**config.mk**
```make
export PLATFORM = sky130hd
export DESIGN_NAME = wshb_pattern_writer
export DESIGN_NICKNAME = d
export VERILOG_FILES = /design/src/rtl/wshb_pattern_writer.sv
export SDC_FILE = /design/constraint.sdc
export NUM_CORES = 1
export LEC_CHECK = 0
export BUFFER_PORTS_ARGS = -buffer_cell sky130_fd_sc_hd__clkbuf_2
export CAP_MARGIN = 20
export CORE_MARGIN = 4
export CORE_UTILIZATION = 48
export CTS_CLUSTER_DIAMETER = 200
export DETAILED_ROUTE_END_ITERATION = 10
export GPL_TIMING_DRIVEN = 0
export PLACE_DENSITY_LB_ADDON = 0.25
export SYNTH_ARGS = -nofsm -noshare
export SYNTH_HDL_FRONTEND = slang
export SYNTH_SLANG_ARGS = --single-unit
export TNS_END_PERCENT = 20
```
**constraint.sdc**
```tcl
create_clock -name sys_clk -period 5.04 [get_ports sys_clk]
set_clock_uncertainty 0.15 [all_clocks]
set_input_delay 0.756 -clock sys_clk [delete_from_list [all_inputs] [get_ports sys_clk]]
set_output_delay 0.756 -clock sys_clk [all_outputs]
set_load 0.01 [all_outputs]
```
**src/rtl/wshb_pattern_writer.sv**
```systemverilog
// Wishbone classic-cycle master that streams a test pattern into a frame buffer in bursts.
// Define GRID_PATTERN_EN for a 16-pixel white grid; the default build emits a red/green gradient.
module wshb_pattern_writer #(
    parameter int          HDISP     = 800,
    parameter int          VDISP     = 480,
    parameter int          BURST_LEN = 64,
    parameter logic [31:0] BASE_ADR  = 32'h0
) (
    input  logic        sys_clk,
    input  logic        sys_rst,
    input  logic        run,
    output logic        cyc,
    output logic        stb,
    output logic        we,
    output logic [31:0] adr,
    output logic [31:0] dat_ms,
    output logic [3:0]  sel,
    output logic [2:0]  cti,
    output logic [1:0]  bte,
    input  logic        ack,
    input  logic        err,
    input  logic        rty,
    input  logic [31:0] dat_sm,
    output logic        frame_done,
    output logic        err_flag
);

    localparam int XW = (HDISP > 1) ? $clog2(HDISP) : 1;
    localparam int YW = (VDISP > 1) ? $clog2(VDISP) : 1;
    localparam int BW = $clog2(BURST_LEN + 1);

    typedef enum logic [1:0] {IDLE, WRITE, YIELD} state_t;

    state_t          state_q, state_d;
    logic [XW-1:0]   x_q, x_d;
    logic [YW-1:0]   y_q, y_d;
    logic [BW-1:0]   beat_q, beat_d;
    logic [31:0]     adr_q, adr_d;
    logic [31:0]     dat_q, dat_d;
    logic            wr_q, wr_d;
    logic            frame_done_q, frame_done_d;
    logic            err_flag_q, err_flag_d;

    logic            term;
    logic            last_x;
    logic            last_y;
    logic            unused_inputs;

    function automatic logic [31:0] pixel_adr(input logic [XW-1:0] px, input logic [YW-1:0] py);
        logic [31:0] lin;
        lin = 32'(py) * 32'(HDISP) + 32'(px);
        return BASE_ADR + (lin << 2);
    endfunction

    function automatic logic [31:0] pattern(input logic [XW-1:0] px, input logic [YW-1:0] py);
        logic [31:0] xe;
        logic [31:0] ye;
        xe = 32'(px);
        ye = 32'(py);
`ifdef GRID_PATTERN_EN
        return (xe[3:0] == 4'h0 || ye[3:0] == 4'h0) ? 32'h00FF_FFFF : 32'h0000_0000;
`else
        return {8'h00, xe[7:0], ye[7:0], 8'h00};
`endif
    endfunction

    // rty needs no logic of its own: a beat without ack/err simply holds
    assign unused_inputs = ^{dat_sm, rty};

    assign term   = (state_q == WRITE) && (ack || err);
    assign last_x = (x_q == XW'(HDISP - 1));
    assign last_y = (y_q == YW'(VDISP - 1));

    always_comb begin
        state_d      = state_q;
        x_d          = x_q;
        y_d          = y_q;
        beat_d       = beat_q;
        adr_d        = adr_q;
        dat_d        = dat_q;
        frame_done_d = 1'b0;
        err_flag_d   = err_flag_q;

        case (state_q)
            IDLE: begin
                if (run) begin
                    state_d = WRITE;
                end
            end
            WRITE: begin
                if (term) begin
                    if (err) begin
                        err_flag_d = 1'b1;
                    end
                    if (last_x) begin
                        x_d = '0;
                        y_d = last_y ? '0 : y_q + 1'b1;
                    end else begin
                        x_d = x_q + 1'b1;
                    end
                    frame_done_d = last_x && last_y;
                    // Frame end forces the yield; coinciding with burst end still gives one YIELD
                    if (beat_q == BW'(BURST_LEN - 1) || (last_x && last_y)) begin
                        state_d = YIELD;
                        beat_d  = '0;
                    end else begin
                        beat_d = beat_q + 1'b1;
                    end
                end
            end
            YIELD: begin
                state_d = run ? WRITE : IDLE;
            end
            default: begin
                state_d = IDLE;
            end
        endcase

        if (state_d == WRITE) begin
            adr_d = pixel_adr(x_d, y_d);
            dat_d = pattern(x_d, y_d);
        end
        wr_d = (state_d == WRITE);
    end

    always_ff @(posedge sys_clk or posedge sys_rst) begin
        if (sys_rst) begin
            state_q      <= IDLE;
            x_q          <= '0;
            y_q          <= '0;
            beat_q       <= '0;
            adr_q        <= '0;
            dat_q        <= '0;
            wr_q         <= 1'b0;
            frame_done_q <= 1'b0;
            err_flag_q   <= 1'b0;
        end else begin
            state_q      <= state_d;
            x_q          <= x_d;
            y_q          <= y_d;
            beat_q       <= beat_d;
            adr_q        <= adr_d;
            dat_q        <= dat_d;
            wr_q         <= wr_d;
            frame_done_q <= frame_done_d;
            err_flag_q   <= err_flag_d;
        end
    end

    assign cyc        = wr_q;
    assign stb        = wr_q;
    assign we         = wr_q;
    assign adr        = adr_q;
    assign dat_ms     = dat_q;
    assign sel        = 4'hF;
    assign cti        = 3'b000;
    assign bte        = 2'b00;
    assign frame_done = frame_done_q;
    assign err_flag   = err_flag_q;

endmodule

```
==> flow_summary.ini <==
[yosys]
synth.top_cell.area_share_pct = 36.7
synth_flop_cell = dfrtp_1
yosysWarnings = 0
synth_seq_area_share_pct = 36.7
yosysTopAreaCell = dfrtp_1
syn_inst = 424
syn_area_sq_um = 4220
yosys-top-cells-area = dfrtp_1 37%, ha_1 12%, buf_4 8.0%
syn_avg_cell_area_sq_um = 9.96
synth-edff-count = 0
synth.distinct_cells = 58
synth-seq-cells = 62
async_flop_share_pct = 100

[finish]
syn2layout_area_growth_pct = 28.1
final_common_cell = buf_4
antenna_cells = 0
final_cells = 658
num-nets-final = 630
final_cell_mix = 76 x buf_4, 62 x dfrtp_1, 46 x clkbuf_2, 37 x conb_1, 32 x ha_1
drive_gt1_share_pct = 37.4

[clock_tree]
cts_tree = built
clock_sinks = 62
clock_latency_ns = 0.35
clockBufferDepth = 2
htree_levels = 3
clk_pin_slew_ns = 0.07
cts_root_buffer = clkbuf_8
cts_buffers = 9

[power]
leakage_nw = 2.86
peakVddDrop_v = 0.000177
powerDensity_nw_per_um2 = 321

[status]
status = finished with violations
violations = negative setup slack

[detailed_routing]
drc = 0
drt-pass1-iter-count = 4
vias = 3365
drt-total-wl_microns = 9710
ant_nets = 0
drt_iter0_markers = 87
post_drt_wl_per_cell_microns = 14.8
vias_per_cell = 5.11

[worst_hold_path]
hp-class = flip-flop to flip-flop

[die]
start_util_pct = 50.4
dieHeight_microns = 102
core-area_sq_um = 8380
dieArea_sq_um = 10400
die_x_microns = 102
io_pins = 116
rows = 33

[timing]
hold-worst-slack_ns = 0.306
fmax_mhz = 196
finalWorstSetupSlack_ns = -0.0535
worstMarginPinSlew_ns = 0.943
hold_viol = 0
maxSlewHeadroom_pct = 37.1
post-route-min-period_ns = 5.09
grt_setup_unrepaired = true
finalSetupViolCount = 1
period_share_pct = 101
slew_viol_final = 0
setup_tns_ns = -0.0535

[setup_path]
crit_type = flip-flop to flip-flop
critPathMaxFanout = 7
crit_path_start_kind = flip-flop
end_kind = flip-flop
critPathRequiredTime_ns = 5.16
cp_data_arrival_time_ns = 5.21

[place]
place_inst = 610
port_buffers = 45
preCtsSetupSlack_ns = -0.602
hpwlAfterDp_microns = 6630
gp_congestion = 0.792

[global_routing]
grt_usage_pct = 19.0
overflow = 0
grt_pass1_wl_microns = 15300
grt_max_degree = 36
antenna_found_initial = 0
grt_pass1_vias = 3332

[flow_run]
cap_violations = 0
final cells by class:
type | instances | area [sq um]
clock inverters | 6 | 37.5
flip-flops and latches | 62 | 1550
well taps | 105 | 131
repair buffers | 78 | 489
fillers | 666 | 2970
plain buffers | 52 | 394
clock buffers | 10 | 138
inverters | 21 | 78.8
multi-input cells | 324 | 2590
registers in the layout, indices dropped and copies added, names as in the netlist:
register and flops:
frame_done 1, y_q 9, beat_q 7, err_flag 1, adr 15, x_q 10
state_q 2, cyc 1, dat_ms 16
cell usage after synthesis (all sizes together) (3+ instances only):
library cell  instances
fa                    5
a31oi                 3
nor3                  6
a21o                 13
clkbuf                5
nor2b                 4
xor2                  6
a21oi                19
a221oi                3
buf                  47
mux2i                 3
inv                  21
nand4                 6
o21a                  3
a22oi                 3
nand2                27
mux2                 19
ha                   39
a2111oi               4
nor2                 29
xnor2                18
o211ai                4
or2                   5
or3                   3
dfrtp                62
o31ai                 3
or4                   4
and4                  3
o21ai                17
nand3                11
and3                  7
worst max-delay path, cell delays in order, from the launching register on:
cell and delay (ns):
dfrtp_1 0.40, nand3b_1 0.24, or4_4 0.55, nor2_4 0.16, nand2_2 0.08, mux2_4 0.35, ha_4 0.29, ha_4 0.19
fa_1 0.52, ha_4 0.24, and3_4 0.20, a221oi_4 0.33, xor2_2 0.12, or4_4 0.55, or4_1 0.52, a31oi_1 0.14
power breakdown:
group	switching [mW]	leakage (nW)	total [mW]	internal, mW
combinational	0.322	1.97	0.628	0.305
sequential	0.0990	0.807	0.719	0.620
clock	0.203	0.0841	0.392	0.189
cells by family (layout without fill, tap and decap cells):
logic type	count (synthesis)	count (layout)	share of synthesized area, %
simple gates	112	112	13.4
compound gates	85	85	13.8
buf+inv	73	167	11.2
flops	62	62	36.7
fa+ha+maj	44	44	13.9
xor+xnor	24	24	4.98
mux	22	22	5.78
other cells	2	37	0.178
final timing paths:
| path | start | to | slack (ns) | cells after the start |
|---|---|---|---|---|
| setup / recovery | x_q[5] | adr[20] | -0.05 | 15 |
| hold / removal | err_flag | err_flag | 0.31 | 1 |
| setup reg to reg | x_q[5] | adr[20] | -0.05 | 15 |
| hold reg to reg | err_flag | err_flag | 0.31 | 1 |
| max in group asynchronous | sys_rst | adr[13] | 3.82 | 3 |
| min in group asynchronous | sys_rst | state_q[0] | 0.32 | 2 |
metrics by stage:
stage	cell area, sq um	utilization (%)	power [mW]
after floorplan	4410	-	1.13
after global placement	4770	56.9	1.29
after detailed placement	4790	57.1	1.32
after CTS	5320	63.4	1.74
after global routing	5410	64.5	1.85
final	5410	64.5	1.74
per-layer routing:
metal / wire length (microns) / vias up / track usage (%) / part of all wire [%]
met4: 212 / 0 / 7.36 / 2.2
met5: 0 / - / 0 / 0
li1: - / 1675 / - / -
met2: 5030 / 83 / 33.1 / 52
met3: 383 / 21 / 4.13 / 3.9
met1: 4090 / 1586 / 22.9 / 42
what timing repair did:
item / in CTS / in global routing
hold buffers: 0 / 0
gates resized for setup: 25 / 9
setup buffers: 25 / 7
pin swaps: 15 / 17
setup endpoints to repair: 4 / 4
Power figures use the tool's default switching activity.
